===== src/rtl/alu_muldiv_seq.sv =====
// Multi-cycle 16x16 unsigned multiply / 16/16 unsigned divide sequencer that
// borrows an external combinational ALU for one add or subtract per clock.
module alu_muldiv_seq #(
  parameter int          DATA_WIDTH = 16,
  parameter logic [3:0]  OP_ADD     = 4'b0000,
  parameter logic [3:0]  OP_SUB     = 4'b0001,
  parameter logic [3:0]  OP_NON     = 4'b1111
) (
  input  logic                  CLK,
  input  logic                  RST_N,
  input  logic                  START,
  input  logic                  MODE,
  input  logic [DATA_WIDTH-1:0] OPA,
  input  logic [DATA_WIDTH-1:0] OPB,
  output logic                  READY,
  output logic                  DONE,
  output logic                  ERR,
  output logic [DATA_WIDTH-1:0] RES_HI,
  output logic [DATA_WIDTH-1:0] RES_LO,
  output logic [DATA_WIDTH-1:0] ALU_A,
  output logic [DATA_WIDTH-1:0] ALU_B,
  output logic [3:0]            ALU_S,
  input  logic [DATA_WIDTH-1:0] ALU_RES,
  input  logic [3:0]            ALU_FLAG
);

  localparam int CNT_W = $clog2(DATA_WIDTH + 1);

  typedef enum logic [1:0] {S_IDLE, S_MUL, S_DIV, S_FIN} state_t;

  state_t                  state_reg, state_next;
  logic [DATA_WIDTH-1:0]   hi_reg;   // P_HI (multiply) or R (divide)
  logic [DATA_WIDTH-1:0]   lo_reg;   // P_LO (multiply) or Q (divide)
  logic [DATA_WIDTH-1:0]   m_reg;    // multiplicand or divisor
  logic [CNT_W-1:0]        cnt_reg;
  logic                    err_reg;
  logic [DATA_WIDTH-1:0]   div_t;
  logic                    alu_carry;
  logic                    unused_flags;

  // Shifted partial remainder; its 17th bit is hi_reg[DATA_WIDTH-1].
  assign div_t        = {hi_reg[DATA_WIDTH-2:0], lo_reg[DATA_WIDTH-1]};
  assign alu_carry    = ALU_FLAG[1];
  assign unused_flags = ^{ALU_FLAG[3:2], ALU_FLAG[0]};

  always_ff @(posedge CLK) begin
    if (!RST_N) state_reg <= S_IDLE;
    else        state_reg <= state_next;
  end

  always_comb begin
    state_next = state_reg;
    case (state_reg)
      S_IDLE: begin
        if (START) begin
          if (!MODE)          state_next = S_MUL;
          else if (OPB != '0) state_next = S_DIV;
          else                state_next = S_FIN;
        end
      end
      S_MUL:   if (cnt_reg == CNT_W'(1)) state_next = S_FIN;
      S_DIV:   if (cnt_reg == CNT_W'(1)) state_next = S_FIN;
      S_FIN:   state_next = S_IDLE;
      default: state_next = S_IDLE;
    endcase
  end

  always_comb begin
    READY = 1'b0;
    DONE  = 1'b0;
    ALU_S = OP_NON;
    ALU_A = '0;
    ALU_B = '0;
    case (state_reg)
      S_IDLE: READY = 1'b1;
      S_MUL: begin
        ALU_S = OP_ADD;
        ALU_A = hi_reg;
        ALU_B = lo_reg[0] ? m_reg : '0;
      end
      S_DIV: begin
        ALU_S = OP_SUB;
        ALU_A = div_t;
        ALU_B = m_reg;
      end
      S_FIN:   DONE = 1'b1;
      default: ;
    endcase
  end

  always_ff @(posedge CLK) begin
    if (!RST_N) begin
      hi_reg  <= '0;
      lo_reg  <= '0;
      m_reg   <= '0;
      cnt_reg <= '0;
      err_reg <= 1'b0;
    end else begin
      case (state_reg)
        S_IDLE: begin
          if (START) begin
            cnt_reg <= CNT_W'(DATA_WIDTH);
            err_reg <= 1'b0;
            if (!MODE) begin
              hi_reg <= '0;
              lo_reg <= OPB;
              m_reg  <= OPA;
            end else if (OPB != '0) begin
              hi_reg <= '0;
              lo_reg <= OPA;
              m_reg  <= OPB;
            end else begin
              hi_reg  <= OPA;
              lo_reg  <= '1;
              err_reg <= 1'b1;
            end
          end
        end
        S_MUL: begin
          // 33-bit right shift keeps the adder carry as the new top bit.
          {hi_reg, lo_reg} <= {alu_carry, ALU_RES, lo_reg[DATA_WIDTH-1:1]};
          cnt_reg          <= cnt_reg - CNT_W'(1);
        end
        S_DIV: begin
          if (hi_reg[DATA_WIDTH-1] || !alu_carry) begin
            hi_reg <= ALU_RES;
            lo_reg <= {lo_reg[DATA_WIDTH-2:0], 1'b1};
          end else begin
            hi_reg <= div_t;
            lo_reg <= {lo_reg[DATA_WIDTH-2:0], 1'b0};
          end
          cnt_reg <= cnt_reg - CNT_W'(1);
        end
        default: ;
      endcase
    end
  end

  assign RES_HI = hi_reg;
  assign RES_LO = lo_reg;
  assign ERR    = err_reg;

endmodule


===== config.mk =====
export PLATFORM = sky130hd
export DESIGN_NAME = alu_muldiv_seq
export DESIGN_NICKNAME = d
export VERILOG_FILES = /design/src/rtl/alu_muldiv_seq.sv
export SDC_FILE = /design/constraint.sdc
export NUM_CORES = 1
export LEC_CHECK = 0
export BUFFER_PORTS_ARGS = -buffer_cell sky130_fd_sc_hd__buf_2
export CAP_MARGIN = 0
export CORE_MARGIN = 2
export CORE_UTILIZATION = 35
export DETAILED_ROUTE_END_ITERATION = 8
export PLACE_DENSITY_LB_ADDON = 0.12
export SLEW_MARGIN = 20
export SYNTH_ARGS = -nofsm -noshare
export SYNTH_HDL_FRONTEND = slang
export SYNTH_SLANG_ARGS = --single-unit

===== constraint.sdc =====
create_clock -name CLK -period 1.9 [get_ports CLK]
set_input_delay 0 -clock CLK [delete_from_list [all_inputs] [get_ports CLK]]
set_output_delay 0 -clock CLK [all_outputs]
set_load 0.05 [all_outputs]

# After elaboration in Yosys (flattened, before gate mapping)
# Index checks and enable logic that the tools add are counted.
[classes] add_sub_neg=1 multipliers=0 div_mod_pow=0 n_lt_le_gt_ge=0 n_eq_ne=7 shift=0 n_mux=27 n_bitwise=0 n_reduce_logical=12
[ops] cell="two-way mux 16 bit" n=10
[ops] cell="case mux 16 bit (3 select lines)" n=2
[ops] cell="case mux 16 bit (2 select lines)" n=2
[ops] cell="nonzero test 16 bit" n=1
[ops] cell="case mux 5 bit (2 select lines)" n=1
[ops] cell="case mux 4 bit (2 select lines)" n=1
[ops] cell="AND reduction 2 bit" n=4
[ops] cell="two-way mux 1 bit" n=6
[ops] cell="two-way mux 2 bit" n=3
[ops] cell="case mux 2 bit (3 select lines)" n=1
[ops] cell="equality test 5 x 1 -> 1 bit, second input constant" n=1
[ops] cell="two-way mux 5 bit" n=1
[ops] cell="subtractor 5 x 1 -> 5 bit, second input constant" n=1
[ops] cell="equality test 2 bit, second input constant" n=2
[ops] cell="!= test 2 x 1 -> 1 bit, second input constant" n=2
[ops] cell="AND reduction 3 bit" n=1
[ops] cell="nonzero test 3 bit" n=1
[ops] cell="equality test 2 x 1 -> 1 bit, second input constant" n=1
[ops] cell="zero test 2 bit" n=1
[ops] cell="!= test 2 bit, second input constant" n=1
[ops] cell="nonzero test 2 bit" n=1
[ops] cell="OR reduction 2 bit" n=1
[ops] cell="zero test 1 bit" n=1
[ops] cell="logical OR 1 bit" n=1
[word_totals] ff_bits=56 latch_bits=0 ramBits=0 mem_bits_ro=0 inputBits=56 output_inout_bits=71 wordCells=53 n_memories=0

# Longest topological paths before layout
# Gate-level depths: netlist of the first run.
[depth] depth_word=5 depth_mapped=8 mapped_depth_nobuf=6

# Least setup slack after synthesis of the first run
# Ideal clock, no wire load.
[synth_path] path_kind="reg-to-output" from="reg state_reg[0]" to="out ALU_A[10]" arrival_ns=2.261 required_ns=1.900 slack_ns=-0.361 path_stages_with_launch=7 path_buffers=2 path_cell_list="dfxtp_1 inv_1 ha_1 clkbuf_1 inv_2 clkbuf_1 nor2_1"
[synth_between] elab_chain_cells=2 word_cells_on_any_way=3 cone_classes="eq/ne (2); mux (1)"
[synth_lines] element="start: declaration" line="31" text="state_t state_reg, state_next;"
[synth_lines] element="start signal: assignment" line="48" text="else state_reg <= state_next;"
[synth_lines] element="equality test 2 bit or equality test 2 x 1 -> 1 bit (tied branches)" line="74" text="case (state_reg)"
[synth_lines] element="case mux 16 bit (2 select lines) *" line="74"
[synth_lines] element="end: declaration" line="20" text="output logic [DATA_WIDTH-1:0] ALU_A,"
# Every way passes the cells marked *; elsewhere a longest branch is shown, timed or not.

# Worst setup path in the final report of the first run
[layout_path] from="reg state_reg[0]" to="out ALU_B[7]"
[layout_between] elab_chain_cells=2 word_cells_on_any_way=3 cone_classes="eq/ne (2); mux (1)"
[layout_lines] element="equality test 2 bit or equality test 2 x 1 -> 1 bit (tied branches)" line="74"
[layout_lines] element="case mux 16 bit (2 select lines) *" line="74"
[layout_lines] element="end: declaration" line="21" text="output logic [DATA_WIDTH-1:0] ALU_B,"
# Marked as above.

==> results.md, run 1 <==
- Status: finished clean
- Synthesized instance count: between 400 and 500
- Synth warn: 0
- Crit path time final: approximately 1.8 ns
- GPL Wtd Cong: 0.8642
- Final Max Slew Viols: 0
- Total track usage: 0.2246
- Max FO, Critical Path: 8
- Pleak: 2.147 nW
- First-pass GRT wire length: 20.18 mm
- Distinct cells, synth: 41
- H-tree levels: 2
- Final-report setup violation count: 0
- Fraction of layout cells with a size suffix above 1: 0.4046
- Dpl cell area: ~0.0045 mm²
- Total congestion overflow: 0
- Clock transition at path regs: 0.11 ns
- CP Capture Type: output pin
- CTS tree: done
- Drc violations: 0
- Period utilisation layout: 0.9656
- WP data required: ~1.9 ns
- HPWL Detailed: slightly above 9 mm
- P&R area growth vs syn: 42.65%
- WL/cell: around 19 µm
- Non-Filler Cell Area, Final: approximately 0.0051 mm²
- Initial cell density of the core: 0.3551
- Antenna violations before repair: 0
- Starting DRT DRC Count: 307
- Clock sinks: 56
- Die Span X: 105.4 µm
- Vias: about 4000
- Final Power: 0.008227 W
- Worst Reg-to-Reg Cells: 8
- Reg2reg start: state_reg[1]$_SDFFE_PN0P_
- CTS max path bufs: 2
- Max Clock Skew: about 0.015 ns
- Slew margin rel.: 0.5249
- Hold_sp: OPA[11]
- Min-Delay Path Class: input port to flop
- Post-DR vias/cell: ~5.7
- FF-to-FF setup slack: between 0.1 and 0.15 ns
- I/O Pins: about 130
- Die height: roughly 110 µm
- Crit path kind: flop to output pin
- Port Buffers: 123
- Crit path arrival time: around 1.8 ns
- Full die area: 0.01111 mm²
- CP Launch Point: state_reg[0]$_SDFFE_PN0P_
- Placed cells: 670
- Actual slew at the worst max-slew pin: about 0.71 ns
- Number of global-route vias before repair: 3703
- Antenna diodes: 0
- Most common cell after layout, fill and taps aside: buf_2
- PD cells: 1602 mW/mm²
- Post-Layout Cell Count: between 700 and 800
- Hold Vio Cnt, Final: 0
- Post-synth ARST share: 0
- ANT nets after route: 0
- Largest net degree at the start of global routing: 34
- Avg Cell Area, Syn: around 8.4 µm²
- Seq cells post-synth: between 50 and 60
- Sequential fraction of the synthesis area: 0.3114
- Finished Core Util: 0.5065
- WHS Path Cells: 3
- Syn Nets: 495
- Worst setup SP type: flop
- Maxcap violations: 0
- Post-synth EDFFs: 0
- Most used DFF post-synth: dfxtp_1
- Top cells by area, synth: dfxtp_1 31%, a21oi_1 7.6%, o21ai_0 4.9%
- FP Rows: 37
- F_max: approximately 550 MHz
- Clk root buf: clkbuf_8
- Core Region: between 0.01 and 0.015 mm²
- Detailed Routing Iterations Pass 1: 5
- Post-Syn Area: between 0.003 and 0.004 mm²
- Top-area cell type share of the netlist area: 0.3114
- Max VDD drop: around 0.80 mV
- Most frequent cells in the layout: 103 x buf_2, 53 x dfxtp_1, 52 x a21oi_1, 35 x o21ai_0, 27 x buf_4
- Total wire length: around 13 mm
- Setup TNS: 0 ns
- Synth area leader: dfxtp_1
- Worst-Skew Late Latency: around 0.32 ns
- Post-layout nets: roughly 630
- Number of buffers created by CTS: 5
-- synth_stat cells, types with 5 or more instances --
library cell  count
dfxtp_1          56
o221a_2           6
o221ai_1         17
inv_1             8
a22o_1           15
buf_4             6
mux2_2           15
mux2i_1          17
a221oi_1         17
and2_1           21
nand2_1          22
clkbuf_1         35
o221a_1          10
nor2_1           21
a21oi_1          55
nand3_1          16
ha_1              8
o21ai_0          35
a22oi_1          15
nand2b_1          5
-- logic make-up after synthesis --
family          synth area share
flops                     0.3114
simple gates              0.1477
buf+inv                  0.06986
compound gates            0.3490
mux                      0.09419
fa+ha+maj                0.02781
-- final timing paths --
| check | endpoint |
|---|---|
| worst max-delay path | ALU_B[7] |
| worst min-delay path | RES_HI[11]$_SDFFE_PN0P_ |
| worst max register to register | RES_HI[15]$_SDFFE_PN0P_ |
| worst min register to register | cnt_reg[3]$_SDFFE_PN0P_ |
-- critical path: stages (launching register included) --
cell	delay, ns
dfxtp_4	0.35
inv_2	0.04
buf_4	0.14
ha_4	0.18
buf_12	0.14
a21oi_4	0.14
nor2_4	0.06
buf_6	0.13
and2_2	0.19
buf_6	0.15
-- layer usage --
layer	vias up	routed length, µm	GRT usage
met3	19	708	0.02721
li1	1912	-	-
met1	1877	5910	0.3093
met4	0	309	0.07333
met5	-	0	0
met2	166	6107	0.3636
-- power by group --
part	total, W	switching (W)	internal [W]
clock network	0.000807	0.000414	0.000393
registers	0.00192	0.000368	0.00155
logic	0.00550	0.00347	0.00203
total	0.00823	0.00425	0.00398
-- timing repair --
action / CTS / global route
gates resized for setup: 57 / 23
pin swaps: 1 / 2
buffers inserted: 0 / 4
endpoints found under the setup margin: 50 / 38
cloned: 2 / 2
endpoints found under the hold margin: 11 / 0
hold buffers: 16 / 0
-- area by class of cell --
class                      instances  area, µm²
sequential                        56       1127
fill                             972       5004
inverter                           9      33.78
multi-input combinational        319       2384
tap                              136      170.2
clock inverter                     2      35.03
clock buffer                       6      72.57
timing repair buffer             174       1313
-- stage by stage --
stage	hold slack (ns)	setup WS, ns
after floorplan	0.1468	-0.03947
after global placement	0.3061	-0.1493
after detailed placement	0.3039	-0.2236
after CTS	0.002025	0.008386
after global routing	0.0007682	-0.005593
final	0.005373	0.06528
Note: power is estimated with default switching activity, not from simulation.
==> run 2, diff against run 1 <==
--- a/config.mk
+++ b/config.mk
@@ -5,7 +5,7 @@
 export SDC_FILE = /design/constraint.sdc
 export NUM_CORES = 1
 export LEC_CHECK = 0
-export BUFFER_PORTS_ARGS = -buffer_cell sky130_fd_sc_hd__buf_2
+export BUFFER_PORTS_ARGS = -buffer_cell sky130_fd_sc_hd__buf_4
 export CAP_MARGIN = 0
 export CORE_MARGIN = 2
 export CORE_UTILIZATION = 35
==> run 2 against run 1 <==
Effect of this change: clock power barely moved; cell count is 0.85% higher; non-clock buffer count grew 6; critical path depth unchanged; largest cell class unchanged.
==> results.md, run 2 (synthesized netlist as in run 1, its figures left out) <==
- Routed wl met2: between 6 and 7 mm
- Antenna violations before repair: 0
- Crit path kind: flop to output pin
- Fraction of layout cells with a size suffix above 1: 0.3986
- Reg2reg start: cnt_reg[0]$_SDFFE_PN0P_
- Final Power: roughly 0.0085 W
- Clk root buf: clkbuf_8
- Post-layout nets: 635
- PD cells: 1570 mW/mm²
- Switching part of the total power: 0.5064
- Worst Reg-to-Reg Cells: 5
- Crit-path max cell delay: around 0.35 ns
- CTS max path bufs: 2
- Reg-to-Reg End: state_reg[1]$_SDFFE_PN0P_
- Combinational share of power: 0.678
- Buffers plus inverters on the worst setup path: 5
- Worst-Skew Late Latency: 0.31 ns
- Core Region: 0.01014 mm²
- CP Launch Point: state_reg[1]$_SDFFE_PN0P_
- Internal: 0.004190 W
- Unrepaired setup endpoints after global routing: no
- Antenna diodes: 0
- Top delay family on crit path: buffers and inverters
- Die height: around 110 µm
- Total congestion overflow: 0
- Largest net degree at the start of global routing: 50
- Drc violations: 0
- F_max: 544.9 MHz
- Total wire length: between 10 and 15 mm
- Period utilisation layout: 0.9658
- Pleak: around 2.2 nW
- Slew margin rel.: 0.6841
- WP data required: about 1.9 ns
- Most frequent cells in the layout: 136 x buf_4, 53 x dfxtp_1, 52 x a21oi_1, 35 x o21ai_0, 23 x dlygate4sd3_1
- ANT nets after route: 0
- FP Rows: 37
- Crit path top cell by count: buf_6
- Clock sinks: 56
- Initial cell density of the core: 0.3551
- P&R area growth vs syn: 50.19%
- Hold Vio Cnt, Final: 0
- Port Buffers: between 100 and 150
- H-tree levels: 2
- Total track usage: 0.2268
- End of the critical path: ALU_B[3]
- Crit path arrival time: 1.84 ns
- Worst path depth: 9
- Switch Pwr: around 0.0043 W
- Max Clock Skew: 0.006292 ns
- Met1 wire length: between 5 and 6 mm
- Final-report setup violation count: 0
- Clock transition at path regs: approximately 0.11 ns
- Most common cell after layout, fill and taps aside: buf_4
- Post-DR vias/cell: roughly 5.6
- Worst setup SP type: flop
- Die Span X: ~110 µm
- Starting DRT DRC Count: between 200 and 250
- Final Max Slew Viols: 0
- Finished Core Util: 0.5333
- WL/cell: 18.32 µm
- First-pass GRT wire length: between 20 and 25 mm
- CTS tree: done
- Min-Delay Path Class: input port to flop
- Number of global-route vias before repair: 3663
- Maxcap violations: 0
- Max VDD drop: ~0.85 mV
- Number of buffers created by CTS: 5
- Actual slew at the worst max-slew pin: between 0.4 and 0.5 ns
- Dpl cell area: 0.004780 mm²
- Met3 Routed Length: between 800 and 900 µm
- Status: finished clean
- Detailed Routing Iterations Pass 1: 6
- Full die area: between 0.01 and 0.015 mm²
- CP Capture Type: output pin
- Max FO, Critical Path: 8
- HPWL Detailed: roughly 9.1 mm
- CP max stage cell: dfxtp_2
- Sequential Power Share: 0.227
- Non-Filler Cell Area, Final: about 0.0054 mm²
- Vias: about 4000
- GPL Wtd Cong: approximately 0.86
- FF-to-FF setup slack: around 0.11 ns
- Crit path cell chain: inv_2 -> buf_4 -> ha_4 -> buf_12 -> a21oi_4 -> nor2_4 -> buf_6 -> and2_2 -> buf_6
- Crit path time final: 1.835 ns
- Top Layer Used: met4
- Clock share of power: 0.095
- I/O Pins: approximately 130
## run 2: changes by cell type in the layout (fill, tap and decap cells not counted), moves of 5 or more
cell	change
buf_4	+109
buf_2	-103
dlygate4sd3_1	+7
and2_4	-6
buf_8	-6
and2_2	+5
## run 2: area by class of cell
| type | count | area, µm² |
|---|---|---|
| Inverter | 9 | 33.78 |
| Multi-Input combinational cell | 319 | 2397 |
| Timing Repair Buffer | 180 | 1573 |
| Clock inverter | 2 | 35.03 |
| Fill cell | 959 | 4732 |
| Tap cell | 136 | 170.2 |
| Sequential cell | 56 | 1125 |
| Clock buffer | 6 | 72.57 |
## run 2: worst min path at each step
stage / startpoint / endpoint / slack, ns / cells after the start
4_1_cts: OPA[2] / RES_HI[2]$_SDFFE_PN0P_ / 0.002 / 3
6_report: OPA[12] / RES_HI[12]$_SDFFE_PN0P_ / 0.01 / 3
5_1_grt: OPA[3] / RES_HI[3]$_SDFFE_PN0P_ / 0.02 / 3
2_1_floorplan: OPA[15] / RES_HI[15]$_SDFFE_PN0P_ / 0.15 / 2
3_5_place_dp: ALU_RES[12] / RES_HI[11]$_SDFFE_PN0P_ / 0.30 / 3
3_3_place_gp: ALU_RES[11] / RES_HI[10]$_SDFFE_PN0P_ / 0.29 / 3
## run 2: routing by layer
metal  vias up  global-route usage
li1       1920                   -
met1      1873              0.3128
met2       159              0.3682
met3        15             0.03958
met4         0             0.05333
met5         -                   0
## run 2: worst min-delay path: stages
cell and delay (ns):
buf_4 0.13, nand3_1 0.09, a21oi_1 0.07
## run 2: power by group through the flow
| stage | logic (W) | clock network [W] | registers (W) |
|---|---|---|---|
| after floorplan | 0.00289 | 0 | 0.00253 |
| after CTS | 0.00556 | 0.000814 | 0.00191 |
| final | 0.00576 | 0.000807 | 0.00192 |
| after detailed placement | 0.00501 | 0 | 0.00193 |
| after global placement | 0.00495 | 0 | 0.00193 |
| after global routing | 0.00613 | 0.000869 | 0.00198 |
## run 2: metrics by stage
| stage | TNS (ns) | hold slack (ns) | instances | setup slack [ns] |
|---|---|---|---|---|
| after floorplan | -0.3986 | 0.1468 | 431 | -0.03947 |
| after global placement | -1.627 | 0.2879 | 670 | -0.1153 |
| after detailed placement | -2.454 | 0.3019 | 670 | -0.1590 |
| after CTS | 0 | 0.001765 | 704 | 0.007270 |
| after global routing | 0 | 0.01604 | 708 | 0.001597 |
| final | 0 | 0.01223 | 708 | 0.06497 |
## run 2: timing repair
| action | CTS | global route |
|---|---|---|
| endpoints found under the hold margin | 14 | 3 |
| hold buffers | 20 | 3 |
| gates cloned | 3 | 0 |
| resized for setup | 28 | 18 |
| buffers inserted | 3 | 1 |
| setup endpoints to repair | 36 | 46 |
| pin swaps | 0 | 4 |
